[src/rtl/and4_pkg.sv]
// Shared constants for the and4 leaf gate: default lane count, popcount width
// helper and the reset values of the observation registers.
package and4_pkg;

  localparam int WIDTH_DEF = 4;

  // Enough bits to hold 0..w, so the popcount never wraps.
  function automatic int cnt_w(input int w);
    return $clog2(w + 1);
  endfunction

  localparam logic [WIDTH_DEF-1:0] ACC_RST = '1;
  localparam logic [WIDTH_DEF-1:0] YQ_RST  = '0;

endpackage

[src/rtl/and4_popcount.sv]
// Population count of a WIDTH-bit vector; used to decode the captured AND result.
module popcount #(
  parameter int WIDTH = 4,
  parameter int CNT_W = 3
) (
  input  logic [WIDTH-1:0] bits_i,
  output logic [CNT_W-1:0] cnt_o
);

  always_comb begin
    cnt_o = '0;
    for (int i = 0; i < WIDTH; i++) begin
      cnt_o = cnt_o + CNT_W'(bits_i[i]);
    end
  end

endmodule

[src/rtl/and4.sv]
// Bitwise AND gate with a registered observation stage: captured copy,
// reduction flags, popcount and a running-AND accumulator.
module and4
  import and4_pkg::*;
#(
  parameter int WIDTH = WIDTH_DEF,
  parameter int CNT_W = cnt_w(WIDTH)
) (
  input  logic             clk,
  input  logic             rst,
  input  logic [WIDTH-1:0] a,
  input  logic [WIDTH-1:0] b,
  output logic [WIDTH-1:0] y,
  input  logic             en,
  input  logic             clr,
  output logic [WIDTH-1:0] y_q,
  output logic             y_vld,
  output logic             y_any,
  output logic             y_all,
  output logic [CNT_W-1:0] y_cnt,
  output logic [WIDTH-1:0] acc
);

  // Package reset values are defined per lane pattern so any WIDTH reuses them.
  localparam logic [WIDTH-1:0] ACC_INIT = {WIDTH{ACC_RST[0]}};
  localparam logic [WIDTH-1:0] YQ_INIT  = {WIDTH{YQ_RST[0]}};

  logic [WIDTH-1:0] yq_q, yq_d;
  logic [WIDTH-1:0] acc_q, acc_d;
  logic             vld_q, vld_d;

  assign y = a & b;

  always_comb begin
    yq_d  = yq_q;
    vld_d = vld_q;
    acc_d = acc_q;
    if (en) begin
      yq_d  = y;
      vld_d = 1'b1;
      acc_d = acc_q & y;
    end
    // Clear wins over an accumulate in the same cycle; the capture is not folded in.
    if (clr) begin
      acc_d = ACC_INIT;
    end
  end

  always_ff @(posedge clk) begin
    if (rst) begin
      yq_q  <= YQ_INIT;
      vld_q <= 1'b0;
      acc_q <= ACC_INIT;
    end else begin
      yq_q  <= yq_d;
      vld_q <= vld_d;
      acc_q <= acc_d;
    end
  end

  assign y_q   = yq_q;
  assign y_vld = vld_q;
  assign acc   = acc_q;
  assign y_any = |yq_q;
  assign y_all = &yq_q;

  popcount #(
    .WIDTH(WIDTH),
    .CNT_W(CNT_W)
  ) u_popcount (
    .bits_i(yq_q),
    .cnt_o (y_cnt)
  );

endmodule

[config.mk]
export PLATFORM = sky130hd
export DESIGN_NAME = and4
export DESIGN_NICKNAME = d
export VERILOG_FILES = /design/src/rtl/and4_pkg.sv /design/src/rtl/and4_popcount.sv /design/src/rtl/and4.sv
export SDC_FILE = /design/constraint.sdc
export NUM_CORES = 1
export LEC_CHECK = 0
export ABC_AREA = 1
export CELL_PAD_IN_SITES_DETAIL_PLACEMENT = 1
export CELL_PAD_IN_SITES_GLOBAL_PLACEMENT = 1
export CORE_UTILIZATION = 22
export CTS_CLUSTER_DIAMETER = 60
export CTS_CLUSTER_SIZE = 20
export DETAILED_ROUTE_END_ITERATION = 10
export GPL_TIMING_DRIVEN = 0
export PLACE_DENSITY_LB_ADDON = 0.1
export SLEW_MARGIN = 20
export SYNTH_ARGS = -nofsm -noshare
export SYNTH_HDL_FRONTEND = slang
export SYNTH_SLANG_ARGS = --single-unit
[constraint.sdc]
create_clock -name clk -period 2.38 [get_ports clk]
set_clock_uncertainty 0.05 [all_clocks]
set_input_delay 0.714 -clock clk [delete_from_list [all_inputs] [get_ports clk]]
set_output_delay 0.714 -clock clk [all_outputs]
set_load 0.01 [all_outputs]
Yosys cells after proc, flatten, opt, wreduce, memory -nomap -nowiden --
Cells that the tools add are included.
Cells by class: $add $sub $neg 3, multiply operators 0, divide/modulo/power cells 0, magnitude comparators 0, equality and inequality tests 0, shift-type cells 0, mux-type cells 0, bitwise logic cells 2, reduce and logical (&&, ||, !) cells 3
Operators with widths (count):
- $and 4x4->4 | 2
- $add 3x1->3 | 2
- $reduce_and 4->1 | 1
- $reduce_or 4->1 | 1
- $add 1x1->2 | 1
- $reduce_or 2->1 | 1
Storage, ports and cells: register bits after elaboration 9, bits in latches 0, bits in writable memories 0, memory bits (read-only) 0, bits of input ports 12, output and inout port bits 18, memories kept 0

Depth between registers and ports, before layout --
depth after elaboration 3, mapped depth 4

Hierarchy --
From an unflattened synthesis, not the netlist that was laid out.
Unflattened totals: cells, all modules 61, area, all modules 449.2 µm²
By module, submodules not included:
- and4 | instances 1, cells an instance 53, area an instance 385.4 µm², sequential area each 180.2 µm²
- popcount | instances 1, cells an instance 8, area an instance 63.8 µm², sequential area each 0.0 µm²

Worst setup path after synthesis --
OpenSTA, ideal clock, no wires.
path kind reg2out, from reg yq_q[0], in the netlist y_q[0], to out y_cnt[1], arrival 1.421 ns, required time 1.616 ns, path slack 0.195 ns, stages on the path, launching flop included 5, buffers on the path 0, path through dfxtp_1 > inv_1 > ha_1 > fa_1 > ha_1
Between the ends: cells in the longest elaborated chain, start to end 3
RTL lines:
- start, declared | RTL line and4.sv:28 | logic [WIDTH-1:0] yq_q, yq_d;
- start signal, assigned | RTL line and4.sv:55 | yq_q <= yq_d;
- $add 1x1->2 | RTL line and4_popcount.sv:13 | cnt_o = cnt_o + CNT_W'(bits_i[i]);
- $add 3x1->3 (2 in a row) | RTL line and4_popcount.sv:13
- end, declared | RTL line and4.sv:20 | output logic [CNT_W-1:0] y_cnt,
No other way between the ends.

Worst setup path after layout --
from reg yq_q[1], in the netlist y_q[1], to out y_cnt[1]
The elaborated chain is that of the path after synthesis.

==> reports/results.ini <==
[power]
combinationalPowerShare = 0.275
power.internal_mw = 0.286
p_clk_frac = 0.304
power_frac_seq = 0.421
finalPower_mw = 0.395
power_density_nw_per_um2 = 492
leakagePower_nw = 0.398
power_switching_mw = 0.109
switching_share = 0.276
ir_worst_vdd_mv = 0.174

[finish]
drive_gt1_frac = 0.267
nets = 107
fin_util = 0.446
final_cells = 115
final_area_um2 = 803
antennaDiodeCount = 0
areaGrowthSynthToFinish_pct = 82.9

[sta]
finalWorstSetupSlack_ns = 0.0354
maxSlewHeadroom = 0.828
fin_crit_sh = 0.985
max_freq_mhz = 427
rsz0062_at_grt = true
finalSetupViolations = 0
holdWs_ns = 0.395
finalHoldViolations = 0
drv_slew = 0
tightest_slew_ns = 0.257
timing.setup.tns_ns = 0
period_needed_ns = 2.34

[worst_setup_path]
criticalPathCategory = flip-flop to output pin
critical_path.most_common_cell = ha_4
arrival_ns = 1.58
crit_path_cell_trace = inv_2, ha_4, fa_2, ha_4, buf_6
critPathMaxStageDelay_ns = 0.35
critical_path_required_ns = 1.62
cp_max_fo = 2
start_kind = flip-flop
cp_slowest_cell = fa_2
crit_path_end_kind = output pin

[clocking]
cts_sinks = 9
cts_hold_buf = 0
htreeDepth = 1
clk_latency_ns = 0.25
cts_root_buf = clkbuf_4
cts_tree = done
clkTransAtPathRegs_ns = 0.07
cts_made_buffers = 3
clk_path_buf_depth = 2

[placement]
portBuffers = 28
dp_hpwl_um = 910
dp_cells = 109
place_area_um2 = 751
preCtsSetupSlack_ns = -0.290
gp_congestion = 0.651

[floorplan]
io_pins = 30
core-area_um2 = 1800
die_area_um2 = 2180
fp.dieH_um = 46.7
num_rows = 15
die_x_um = 46.7
start_util = 0.244

[hold_path]
hold_class = flip-flop to flip-flop

[route]
drt_iter0_drc = 1
route.detailed.drc = 0
top_layer_used = met4
wl_um = 1170
met1_length_um = 510
drtAntennaViolNets = 0
route.met2.wl_um = 577
wl_per_cell_um = 10.2
drt_first_pass_iters = 2
wl_met3_um = 71
via_count = 464
viasPerCell = 4.03

[grt]
grt_usage = 0.123
grt_pass1_vias = 446
grt_pass1_wl_um = 1840
grt-ovfl-total = 0
grt_max_degree = 11
grt_antenna_before_repair = 0

[status]
status = finished clean

[synth]
ys_seq_area_frac = 0.410
avgSynthCellArea_um2 = 7.84
synth_fp_nets = 72
yosys.cell_types.count = 12
synth_cells = 56
netlist_area_um2 = 439
yosysWarningCount = 0
synth-seq-cells = 9

[run]
drv_cap = 0

[flip-flops by register name (all words and copies together), names as in the netlist]
name and cells:
acc 4, y_vld 1, y_q 4
[final cells by class]
cell class | count | area (um^2)
clock buffers | 4 | 26.3
fillers | 235 | 998
well taps | 25 | 31.3
plain buffers | 1 | 11.3
flip-flops and latches | 9 | 183
inverters | 8 | 35.0
repair buffers | 30 | 274
multi-input cells | 38 | 243
[worst paths after layout]
kind | start | endpoint | slack [ns] | cells past startpoint
setup / recovery | y_q[1] | y_cnt[1] | 0.04 | 5
hold / removal | acc[2] | acc[2] | 0.40 | 2
setup reg to reg | y_q[1] | y_q[1] | 1.60 | 3
hold reg to reg | acc[2] | acc[2] | 0.40 | 2
[cell usage in the layout, fill, tap and decap left out]
cell type        instances
nor2_1                   8
dlymetal6s2s_1           1
inv_2                    1
nand2_1                 17
buf_2                    2
fa_2                     1
a21oi_2                  4
inv_1                    6
clkdlybuf4s50_1         20
inv_6                    1
clkbuf_2                 3
clkbuf_1                 1
o21ai_1                  3
buf_6                    2
o21ai_0                  1
and3_1                   1
clkdlybuf4s15_1          1
ha_4                     2
clkbuf_4                 3
buf_4                    2
ha_2                     1
dfxtp_1                  7
dfxtp_2                  2
[per-layer routing]
| metal | global-route usage | vias up |
|---|---|---|
| li1 | - | 240 |
| met1 | 0.143 | 205 |
| met2 | 0.200 | 17 |
| met3 | 0.0353 | 2 |
| met4 | 0.0686 | 0 |
| met5 | 0 | - |
[cell usage after synthesis (all sizes together)]
| cell | count | area share |
|---|---|---|
| nand2 | 17 | 0.15 |
| and3 | 1 | 0.014 |
| nor2 | 8 | 0.068 |
| o21ai | 4 | 0.046 |
| fa | 1 | 0.046 |
| inv | 8 | 0.080 |
| buf | 1 | 0.026 |
| dfxtp | 9 | 0.41 |
| ha | 3 | 0.085 |
| a21oi | 4 | 0.080 |
[cell families after synthesis]
| logic type | Yosys count | synth area share |
|---|---|---|
| flip-flops | 9 | 0.410 |
| AO/OA/AOI/OAI | 8 | 0.125 |
| AND/OR/NAND/NOR | 26 | 0.228 |
| buffers and inverters | 9 | 0.105 |
| adder cells (fa/ha/maj) | 4 | 0.131 |
[what timing repair did]
action	in CTS	in global routing
resized for setup	21	11
buffers inserted	2	0
pin swaps	1	0
setup endpoints to repair	7	6
[worst max-delay path, delay by kind of cell, from the launching register on]
family / cells / cell delay, ns
adders and majority gates: 3 / 0.85
DFF: 1 / 0.34
buffers and inverters: 2 / 0.13
[power by group through the flow]
stage	registers (mW)	clock network [mW]	logic, mW
global route	0.168	0.135	0.121
finish	0.166	0.120	0.109
detailed placement	0.170	0	0.108
floorplan	0.173	0	0.0399
CTS	0.167	0.126	0.107
global placement	0.170	0	0.107
Power figures use the tool's default switching activity.
